--- config.mk ---
export PLATFORM = sky130hd
export DESIGN_NAME = led_matrix_scan_flat
export DESIGN_NICKNAME = d
export VERILOG_FILES = /design/src/rtl/led_matrix_pkg.sv /design/src/rtl/led_matrix_scan_if.sv /design/src/rtl/led_glyph_rom.sv /design/src/rtl/led_matrix_scan.sv /design/src/flat_wrapper.sv
export SDC_FILE = /design/constraint.sdc
export NUM_CORES = 1
export LEC_CHECK = 0
export ABC_AREA = 1
export CORE_ASPECT_RATIO = 0.8
export CORE_MARGIN = 5
export CORE_UTILIZATION = 30
export DETAILED_ROUTE_END_ITERATION = 10
export DONT_BUFFER_PORTS = 1
export HOLD_SLACK_MARGIN = 0.15
export PLACE_DENSITY = 0.5
export SLEW_MARGIN = 5
export SYNTH_ARGS = -nofsm -noshare
export SYNTH_HDL_FRONTEND = slang
export SYNTH_SLANG_ARGS = --single-unit
--- constraint.sdc ---
create_clock -name clk -period 1.5 [get_ports clk]
set_input_delay 0.45 -clock clk [delete_from_list [all_inputs] [get_ports clk]]
set_output_delay 0.45 -clock clk [all_outputs]
set_load 0.01 [all_outputs]
--- src/rtl/led_matrix_pkg.sv ---
// rtl/led_matrix_pkg.sv - glyph indices, 8x8 bitmaps and scan state type for the LED matrix driver
package led_matrix_pkg;

    localparam int GLYPH_0     = 0;
    localparam int GLYPH_1     = 1;
    localparam int GLYPH_2     = 2;
    localparam int GLYPH_3     = 3;
    localparam int GLYPH_4     = 4;
    localparam int GLYPH_5     = 5;
    localparam int GLYPH_6     = 6;
    localparam int GLYPH_7     = 7;
    localparam int GLYPH_8     = 8;
    localparam int GLYPH_9     = 9;
    localparam int GLYPH_HEART = 10;
    localparam int GLYPH_BLANK = 63;

    // Row 0 in the top byte, leftmost pixel in the MSB of each byte.
    localparam logic [63:0] BMP_0     = 64'h3C42464A5262423C;
    localparam logic [63:0] BMP_1     = 64'h081828080808083E;
    localparam logic [63:0] BMP_2     = 64'h3C42020C3040407E;
    localparam logic [63:0] BMP_3     = 64'h3C42021C0202423C;
    localparam logic [63:0] BMP_4     = 64'h040C1424447E0404;
    localparam logic [63:0] BMP_5     = 64'h7E40407C0202423C;
    localparam logic [63:0] BMP_6     = 64'h1C20407C4242423C;
    localparam logic [63:0] BMP_7     = 64'h7E02040810101010;
    localparam logic [63:0] BMP_8     = 64'h3C42423C4242423C;
    localparam logic [63:0] BMP_9     = 64'h3C4242423E020438;
    localparam logic [63:0] BMP_HEART = 64'h0000247E7E3C1800;

    typedef enum logic {
        SCAN_BLANK,
        SCAN_DRIVE
    } scan_state_t;

    // Any index without a glyph renders dark rather than holding old content.
    function automatic logic [63:0] glyph_bitmap8(input int idx);
        case (idx)
            GLYPH_0:     return BMP_0;
            GLYPH_1:     return BMP_1;
            GLYPH_2:     return BMP_2;
            GLYPH_3:     return BMP_3;
            GLYPH_4:     return BMP_4;
            GLYPH_5:     return BMP_5;
            GLYPH_6:     return BMP_6;
            GLYPH_7:     return BMP_7;
            GLYPH_8:     return BMP_8;
            GLYPH_9:     return BMP_9;
            GLYPH_HEART: return BMP_HEART;
            GLYPH_BLANK: return '0;
            default:     return '0;
        endcase
    endfunction

endpackage

--- src/rtl/led_matrix_scan_if.sv ---
// rtl/led_matrix_scan_if.sv - glyph index valid/ready handshake bundle
interface led_matrix_scan_if #(
    parameter int IDX_W = 6
) ();
    logic [IDX_W-1:0] glyph_idx;
    logic             glyph_valid;
    logic             glyph_ready;

    modport master (
        output glyph_idx,
        output glyph_valid,
        input  glyph_ready
    );

    modport slave (
        input  glyph_idx,
        input  glyph_valid,
        output glyph_ready
    );
endinterface

--- src/rtl/led_glyph_rom.sv ---
// rtl/led_glyph_rom.sv - combinational glyph index to ROWS x COLS bitmap, cropped/zero-padded from 8x8
module led_glyph_rom
    import led_matrix_pkg::*;
#(
    parameter int ROWS  = 8,
    parameter int COLS  = 8,
    parameter int IDX_W = 6
) (
    input  logic [IDX_W-1:0]     idx,
    output logic [ROWS*COLS-1:0] bitmap
);

    logic [63:0] src;

    // Map the 8x8 source onto the target grid anchored at the top-left corner.
    always_comb begin
        src    = glyph_bitmap8(int'(idx));
        bitmap = '0;
        for (int r = 0; r < ROWS; r++) begin
            for (int c = 0; c < COLS; c++) begin
                if (r < 8 && c < 8) begin
                    bitmap[ROWS*COLS-1-(r*COLS+c)] = src[63-(r*8+c)];
                end
            end
        end
    end

endmodule

--- src/rtl/led_matrix_scan.sv ---
// rtl/led_matrix_scan.sv - double-buffered row-scanned LED matrix driver; LED_SCAN_PWM_EN enables brightness PWM
module led_matrix_scan
    import led_matrix_pkg::*;
#(
    parameter int ROWS  = 8,
    parameter int COLS  = 8,
    parameter int DWELL = 100,
    parameter int BLANK = 4,
    parameter int IDX_W = 6
) (
    input  logic                 clk,
    input  logic                 rst,
    led_matrix_scan_if.slave     glyph,
    input  logic [3:0]           brightness,
    output logic [ROWS-1:0]      row,
    output logic [COLS-1:0]      col,
    output logic                 frame_start
);

    localparam int SLOT_W = $clog2(DWELL);
    localparam int ROW_W  = $clog2(ROWS);
    localparam int NPIX   = ROWS * COLS;

    localparam logic [SLOT_W-1:0] SLOT_LAST  = SLOT_W'(DWELL - 1);
    localparam logic [SLOT_W-1:0] BLANK_LAST = SLOT_W'(BLANK - 1);
    localparam logic [ROW_W-1:0]  ROW_LAST   = ROW_W'(ROWS - 1);
    localparam logic [ROWS-1:0]   ROW_TOP    = {1'b1, {(ROWS-1){1'b0}}};

    scan_state_t       state_q, state_d;
    logic [SLOT_W-1:0] slot_q, slot_d;
    logic [ROW_W-1:0]  row_cnt_q, row_cnt_d;
    logic              frame_last;

    logic              pend_full;
    logic [IDX_W-1:0]  pend_idx;
    logic [NPIX-1:0]   active;
    logic [NPIX-1:0]   rom_bitmap;
    logic [COLS-1:0]   row_bits;

    logic [ROWS-1:0]   row_nx;
    logic [COLS-1:0]   col_nx;
    logic              frame_start_nx;
    logic              pwm_off;

    led_glyph_rom #(
        .ROWS  (ROWS),
        .COLS  (COLS),
        .IDX_W (IDX_W)
    ) u_rom (
        .idx    (pend_idx),
        .bitmap (rom_bitmap)
    );

    assign glyph.glyph_ready = !pend_full;

    // The swap point: the final cycle of the last row's slot.
    assign frame_last = (state_q == SCAN_DRIVE) && (slot_q == SLOT_LAST) && (row_cnt_q == ROW_LAST);

    // Scan state, slot counter and row counter registers.
    always_ff @(posedge clk) begin
        if (rst) begin
            state_q   <= SCAN_BLANK;
            slot_q    <= '0;
            row_cnt_q <= '0;
        end else begin
            state_q   <= state_d;
            slot_q    <= slot_d;
            row_cnt_q <= row_cnt_d;
        end
    end

    // Next-state logic: BLANK for BLANK cycles, DRIVE until the slot ends, then next row.
    always_comb begin
        state_d   = state_q;
        slot_d    = slot_q + 1'b1;
        row_cnt_d = row_cnt_q;
        case (state_q)
            SCAN_BLANK: begin
                if (slot_q == BLANK_LAST) begin
                    state_d = SCAN_DRIVE;
                end
            end
            SCAN_DRIVE: begin
                if (slot_q == SLOT_LAST) begin
                    state_d   = SCAN_BLANK;
                    slot_d    = '0;
                    row_cnt_d = (row_cnt_q == ROW_LAST) ? '0 : row_cnt_q + 1'b1;
                end
            end
        endcase
    end

`ifdef LED_SCAN_PWM_EN
    logic [3:0] bright_q;
    logic [3:0] drive_phase;

    // Brightness is latched once per frame so duty never changes mid-frame.
    always_ff @(posedge clk) begin
        if (rst) begin
            bright_q <= '0;
        end else if (frame_start_nx) begin
            bright_q <= brightness;
        end
    end

    assign drive_phase = 4'(slot_q - SLOT_W'(BLANK));
    assign pwm_off     = drive_phase > bright_q;
`else
    logic unused_brightness;
    assign unused_brightness = ^brightness;
    assign pwm_off           = 1'b0;
`endif

    // Column data for the row being driven, taken from the active buffer.
    always_comb begin
        row_bits = active[NPIX-1 - int'(row_cnt_q)*COLS -: COLS];
    end

    // Output decode from the current scan position; registered below.
    always_comb begin
        row_nx         = '0;
        col_nx         = '0;
        frame_start_nx = (state_q == SCAN_BLANK) && (slot_q == '0) && (row_cnt_q == '0);
        if (state_q == SCAN_DRIVE) begin
            row_nx = ROW_TOP >> row_cnt_q;
            if (!pwm_off) begin
                col_nx = row_bits;
            end
        end
    end

    // Registered pin outputs.
    always_ff @(posedge clk) begin
        if (rst) begin
            row         <= '0;
            col         <= '0;
            frame_start <= 1'b0;
        end else begin
            row         <= row_nx;
            col         <= col_nx;
            frame_start <= frame_start_nx;
        end
    end

    // Pending slot and active buffer: new glyphs only land at the frame boundary.
    always_ff @(posedge clk) begin
        if (rst) begin
            pend_full <= 1'b0;
            pend_idx  <= '0;
            active    <= '0;
        end else if (frame_last && pend_full) begin
            active    <= rom_bitmap;
            pend_full <= 1'b0;
        end else if (glyph.glyph_valid && !pend_full) begin
            pend_full <= 1'b1;
            pend_idx  <= glyph.glyph_idx;
        end
    end

endmodule

--- src/flat_wrapper.sv ---
// flat-port wrapper written by rule: the top's interface ports become plain ports
module led_matrix_scan_flat import led_matrix_pkg::*;
#(
    parameter int ROWS  = 8,
    parameter int COLS  = 8,
    parameter int DWELL = 100,
    parameter int BLANK = 4,
    parameter int IDX_W = 6
)
  (clk, rst, brightness, row, col, frame_start, glyph_glyph_idx, glyph_glyph_valid, glyph_glyph_ready);
  led_matrix_scan_if #(.IDX_W(IDX_W)) glyph_i ();
  input  logic clk;
  input  logic rst;
  input  logic [3:0] brightness;
  output logic [ROWS-1:0] row;
  output logic [COLS-1:0] col;
  output logic frame_start;
  input wire logic [$bits(glyph_i.glyph_idx)-1:0] glyph_glyph_idx;
  input wire logic [$bits(glyph_i.glyph_valid)-1:0] glyph_glyph_valid;
  output wire logic [$bits(glyph_i.glyph_ready)-1:0] glyph_glyph_ready;
  assign glyph_i.glyph_idx = glyph_glyph_idx;
  assign glyph_i.glyph_valid = glyph_glyph_valid;
  assign glyph_glyph_ready = glyph_i.glyph_ready;
  led_matrix_scan #(.ROWS(ROWS), .COLS(COLS), .DWELL(DWELL), .BLANK(BLANK), .IDX_W(IDX_W)) u_core (.clk(clk), .rst(rst), .glyph(glyph_i), .brightness(brightness), .row(row), .col(col), .frame_start(frame_start));
endmodule
Yosys cells after proc, flatten, opt, wreduce, memory -nomap -nowiden
Cells that the tools add are included.
- bits in registers: 99
- input port bits: 13
- output and inout port bits: 18
- logic and storage cells: 50
- add/sub/neg operators: 3
- eq/ne operators: 13
- shifts and indexed selects: 2
- multiplexer cells: 7
- bitwise logic cells: 2
- reductions and logical operators: 14
- operator list (operator ; count):
    case mux 63 bit (11 select lines) ; 1
    variable part select 71 x 32 -> 8 bit ; 1
    equality test 6 x 3 -> 1 bit (second input constant) ; 4
    equality test 6 x 4 -> 1 bit (second input constant) ; 3
    2-to-1 mux 7 bit ; 2
    equality test 6 x 2 -> 1 bit (second input constant) ; 2
    right shift 8 x 3 -> 8 bit (first input constant) ; 1
    adder 7 x 1 -> 7 bit (second input constant) ; 1
    equality test 7 x 2 -> 1 bit (second input constant) ; 1
    equality test 7 bit (second input constant) ; 1
    zero test 7 bit ; 1
    subtractor 6 x 6 -> 7 bit (first input constant) ; 1
    equality test 6 x 1 -> 1 bit (second input constant) ; 1
    logical AND 1 bit ; 6
    zero test 6 bit ; 1
    AND reduction 2 bit ; 2
    OR reduction 2 bit ; 2
    adder 3 x 1 -> 3 bit (second input constant) ; 1
    equality test 3 bit (second input constant) ; 1
    zero test 3 bit ; 1
    2-to-1 mux 3 bit ; 1
    2-to-1 mux 1 bit ; 2
    inverter 1 bit ; 2
    case mux 1 bit (2 select lines) ; 1
    zero test 1 bit ; 1

Longest topological paths before layout
- word-level depth: 6
- mapped depth: 10
- gate-level depth less buffers: 9

Modules after synthesis
A second synthesis with hierarchy kept.
- cell total of the unflattened synthesis: 936
- area total of the unflattened synthesis: 5714.2 sq um
- by module, submodules not included (module ; instances ; cells each ; area an instance (sq um) ; seq. area each (sq um)):
    led_matrix_scan ; 1 ; 808 ; 5064.9 ; 1981.9
    led_glyph_rom ; 1 ; 128 ; 649.4 ; 0.0

Least setup slack after synthesis
No wires, ideal clock.
- kind: register -> register
- start point: register u_core.row_cnt_q[1]
- end point: register u_core.active[52]
- library setup time: 0.131 ns
- arrival: 1.438 ns
- data required time: 1.369 ns
- setup slack: -0.069 ns
- stages on the path, launching flop included: 11
- path through: dfxtp_1 ha_1 ha_1 nand2_1 inv_1 nand2_4 nand2_2 inv_1 buf_2 nand2_1 o31ai_1
- word-level cells in the longest chain between the ends: 3
- RTL lines (element ; line ; RTL):
    from (decl) ; led_matrix_scan.sv:31 ; logic [ROW_W-1:0] row_cnt_q, row_cnt_d;
    from (signal assigned) ; led_matrix_scan.sv:68 ; row_cnt_q <= row_cnt_d;
    equality test 3 bit ; led_matrix_scan.sv:57 ; assign frame_last = (state_q == SCAN_DRIVE) && (slot_q == SLOT_LAST) && (row_cnt_q == ROW_LAST);
    logical AND 1 bit ; led_matrix_scan.sv:57 ;
    logical AND 1 bit ; led_matrix_scan.sv:151 ; end else if (frame_last && pend_full) begin
    to (signal assigned) ; led_matrix_scan.sv:152 ; active <= rom_bitmap;
    to (decl) ; led_matrix_scan.sv:36 ; logic [NPIX-1:0] active;
Every way passes these cells.
A chain may end at the register's enable or synchronous reset.

Worst setup path in the final report
- start point: register u_core.pend_idx[2]
- end point: register u_core.active[9]
- word-level cells in the longest chain between the ends: 2
- elaborated cells between the ends (all ways): 12
- classes of those cells: eq/ne: 10; mux: 1; reduce/logical: 1
- RTL lines (element ; line ; RTL):
    from (decl) ; led_matrix_scan.sv:35 ; logic [IDX_W-1:0] pend_idx;
    from (signal assigned) ; led_matrix_scan.sv:156 ; pend_idx <= glyph.glyph_idx;
    equality test 6 x 4 -> 1 bit, or another cell as far along ; led_matrix_pkg.sv:37 ; case (idx)
    case mux 63 bit (11 select lines) (*) ; led_matrix_pkg.sv:37 ;
Every way passes the cells marked *; elsewhere a longest branch is shown, timed or not.

==> flow_summary.yaml <==
run_status:
  outcome: "complete, no violations"
logic_synthesis:
  synthTopCellsByArea: "dfxtp_1 41%, nand2_1 12%, o21ai_0 6.1%, nor2_1 6.0%, a21oi_1 4.5%"
  synth_cells: 486
  synthDistinctLibCells: 36
  synth-simple-area-share_pct: 33.6
  async_flop_share_pct: 0
  yosys_warnings: 0
  avgSynthCellArea_um2: 7.39
  ys_ff_latch: 74
  synth_top_family_by_area: "simple AND/OR/NAND/NOR gates"
  synth_xor_area_share_pct: 0.488
  synth_edf_count: 0
  dominantRegCellSynth: "dfxtp_1"
  ys_seq_area_share_pct: 41.3
  synth_compound_area_share_pct: 13.7
  synth_top_area_share_pct: 41.3
  syn_area_mm2: 0.00359
  synth_fa_ha_area_share_pct: 2.44
  synthMuxAreaShare_pct: 0
  synth_top_area_cell: "dfxtp_1"
placement:
  gp_congestion: 0.893
  io_buffers: 0
  place_hpwl_um: 7610
  place_area_mm2: 0.00423
  place_ws_ps: -122
timing:
  setup_tns_ps: 0
  slew_viol_final: 0
  max_clock_freq_mhz: 685
  rsz0062_at_grt: "true"
  clock_skew_ps: 6.15
  finalCriticalPeriod_ps: 1460
  finalSetupViolations: 0
  hold_viol_final: 0
  period_share_pct: 97.4
  fin_ws_ps: 39.4
layout:
  num-fill-cells: 1200
  layout-drive-gt1-share_pct: 31.0
  layout-area-overhead-vs-synth_pct: 33.9
  multi_input_area_mm2: 0.00197
  antenna_cells: 0
  final_nets: 577
  seq_area_mm2: 0.00150
  final_area_mm2: 0.00481
routing:
  drc: 0
  antenna_left: 0
  routed_via_density: 4.78
  drt_iter0_drc: 278
  drtPass1Iterations: 5
  vias: 3389
  routedWlPerCell_um: 14.3
  drt_wl_total_um: 10200
cts:
  numCtsBuffers: 9
  cts_tree: "done"
  clk_pin_slew_ps: 60
  clock_sinks: 74
  clk_path_buf_depth: 2
  clkLatencyLatePin_ps: 330
  cts_root_buf: "clkbuf_16"
  htree_levels: 3
flow_run:
  maxCapViolCount: 0
worst_setup_path:
  startpoint_type: "flip-flop"
  cp_slowest_cell: "dfxtp_2"
  crit_path_max_incr_delay_ps: 330
  crit_chain: "buf_4, inv_4, nor2_4, nand3_2, nand2_4, nor2_4, nand3_4, buf_4, nand3_2, nand2_1"
  cp_data_arrival_time_ps: 1690
  critPathMaxFanout: 7
  crit_required_ps: 1730
  cp-end-kind: "flip-flop"
  path_class: "flip-flop to flip-flop"
global_route:
  grt_start_max_net_pins: 25
  grt_overflow_total: 0
  grt_pass1_vias: 3084
  grt_pass1_wl_um: 16400
  antenna_found_initial: 0
  grt_usage_pct: 14.5
power_and_ir_drop:
  switching_share_pct: 25.7
  p_per_area_mw_per_mm2: 995
  vdd_ir_drop_max_mv: 0.613
  combPwrFrac_pct: 14.0
  intPower_mw: 3.55
  switchingPower_mw: 1.23
  clkPwrFrac_pct: 43.5
  seq_power_share_pct: 42.4
  leakagePower_nw: 2.16
floorplanning:
  start_util_pct: 30.9
  io_pins: 31
  die_w_um: 132
  die_h_um: 108
  row_count: 35
  die-area_mm2: 0.0143
  fp.coreArea_mm2: 0.0116
min_path:
  hold_class: "input port to flip-flop"
[synthesized netlist by cell type, types with 2 or more instances]
library cell	number
nand2_2	4
nor2_2	5
buf_6	2
nand3_4	3
inv_2	8
inv_1	39
xor2_1	2
o22ai_1	2
nor2_4	6
nand4_1	5
clkbuf_1	9
ha_1	7
nor2_8	2
dfxtp_1	74
o211ai_1	3
o21ai_1	2
nand3_2	14
nand3_1	31
a22o_1	4
nor2_1	57
o21ai_0	44
buf_2	6
nand2_1	112
buf_4	2
a21oi_1	32
[worst paths after layout]
check	from	end	slack, ps	depth (start not counted)
worst max-delay path	u_core.pend_idx[2]	u_core.active[9]	40	10
worst min-delay path	rst	u_core.active[5]	180	1
worst max register to register	u_core.pend_idx[2]	u_core.active[9]	40	10
worst min register to register	u_core.active[45]	u_core.active[45]	450	2
[cells in the final DEF (no fill, tap or decap), types with 5 or more instances in the layout]
cell type,netlist,final
buf_4,2,68
nand4_1,5,5
clkbuf_16,0,9
nand2_1,112,107
o21ai_0,44,41
nor2_4,6,9
nand3_4,3,5
inv_2,8,10
o21ai_1,2,5
buf_12,1,5
dfxtp_1,74,63
dfxtp_2,0,11
nor2_2,5,8
nand3_2,14,21
nand3_1,31,23
nor2_1,57,51
inv_1,39,36
nand2_2,4,7
a21oi_1,32,31
[layout make-up]
| class | count | area share [%] |
|---|---|---|
| Clock buffer | 10 | 4.76 |
| Clock inverter | 5 | 1.17 |
| Inverter | 48 | 3.80 |
| Multi-Input combinational cell | 346 | 41.1 |
| Sequential cell | 74 | 31.1 |
| Tap cell | 148 | 3.85 |
| Timing Repair Buffer | 78 | 14.2 |
[metal layers]
| layer | part of all wire [%] | track usage [%] | vias to the layer above |
|---|---|---|---|
| met1 | 52 | 21.9 | 1572 |
| li1 | - | - | 1719 |
| met3 | 6.4 | 4.07 | 11 |
| met4 | 1.1 | 3.42 | 0 |
| met5 | 0 | 0 | - |
| met2 | 40 | 20.1 | 87 |
[through the flow]
step | total power, mW | utilization [%] | hold WS [ps] | cells
after floorplan | 2.45 | - | 413 | 487
after global placement | 2.66 | 36.4 | 431 | 682
after detailed placement | 2.67 | 36.4 | 443 | 682
after CTS | 4.78 | 39.8 | 167 | 701
after global routing | 5.00 | 41.4 | 158 | 709
final | 4.78 | 41.4 | 183 | 709
[power by group through the flow]
| stage | clock (mW) | combinational [mW] | sequential, mW |
|---|---|---|---|
| 2_1_floorplan | 0 | 0.385 | 2.06 |
| 3_3_place_gp | 0 | 0.593 | 2.06 |
| 3_5_place_dp | 0 | 0.602 | 2.06 |
| 4_1_cts | 2.13 | 0.625 | 2.02 |
| 5_1_grt | 2.24 | 0.727 | 2.03 |
| 6_report | 2.08 | 0.671 | 2.03 |
[flip-flops by register name, indices dropped and copies added, names as in the netlist]
register,count
u_core.col,6
u_core.active,41
u_core.row_cnt_q,3
u_core.state_q,1
u_core.slot_q,7
u_core.row,8
u_core.pend_full,1
u_core.pend_idx,6
u_core.frame_start,1
[critical path, delay by kind of cell, from the launching register on]
kind,cells,cell delay (ps)
buffers and inverters,3,370
DFF,1,330
and+or+nand+nor,7,660
[logic make-up after synthesis]
| logic type | Yosys count |
|---|---|
| AND/OR/NAND/NOR | 243 |
| AO/OA/AOI/OAI | 91 |
| flip-flops | 74 |
| buffers and inverters | 68 |
| adder cells (fa/ha/maj) | 7 |
| XOR/XNOR | 2 |
| other | 1 |
[what timing repair did]
item / 4_1_cts / 5_1_grt
pin swaps: 4 / 7
gates cloned: 2 / 1
setup buffers: 2 / 7
hold buffers: 0 / 0
endpoints found under the setup margin: 38 / 40
resized for setup: 14 / 42
Power figures use the tool's default switching activity.
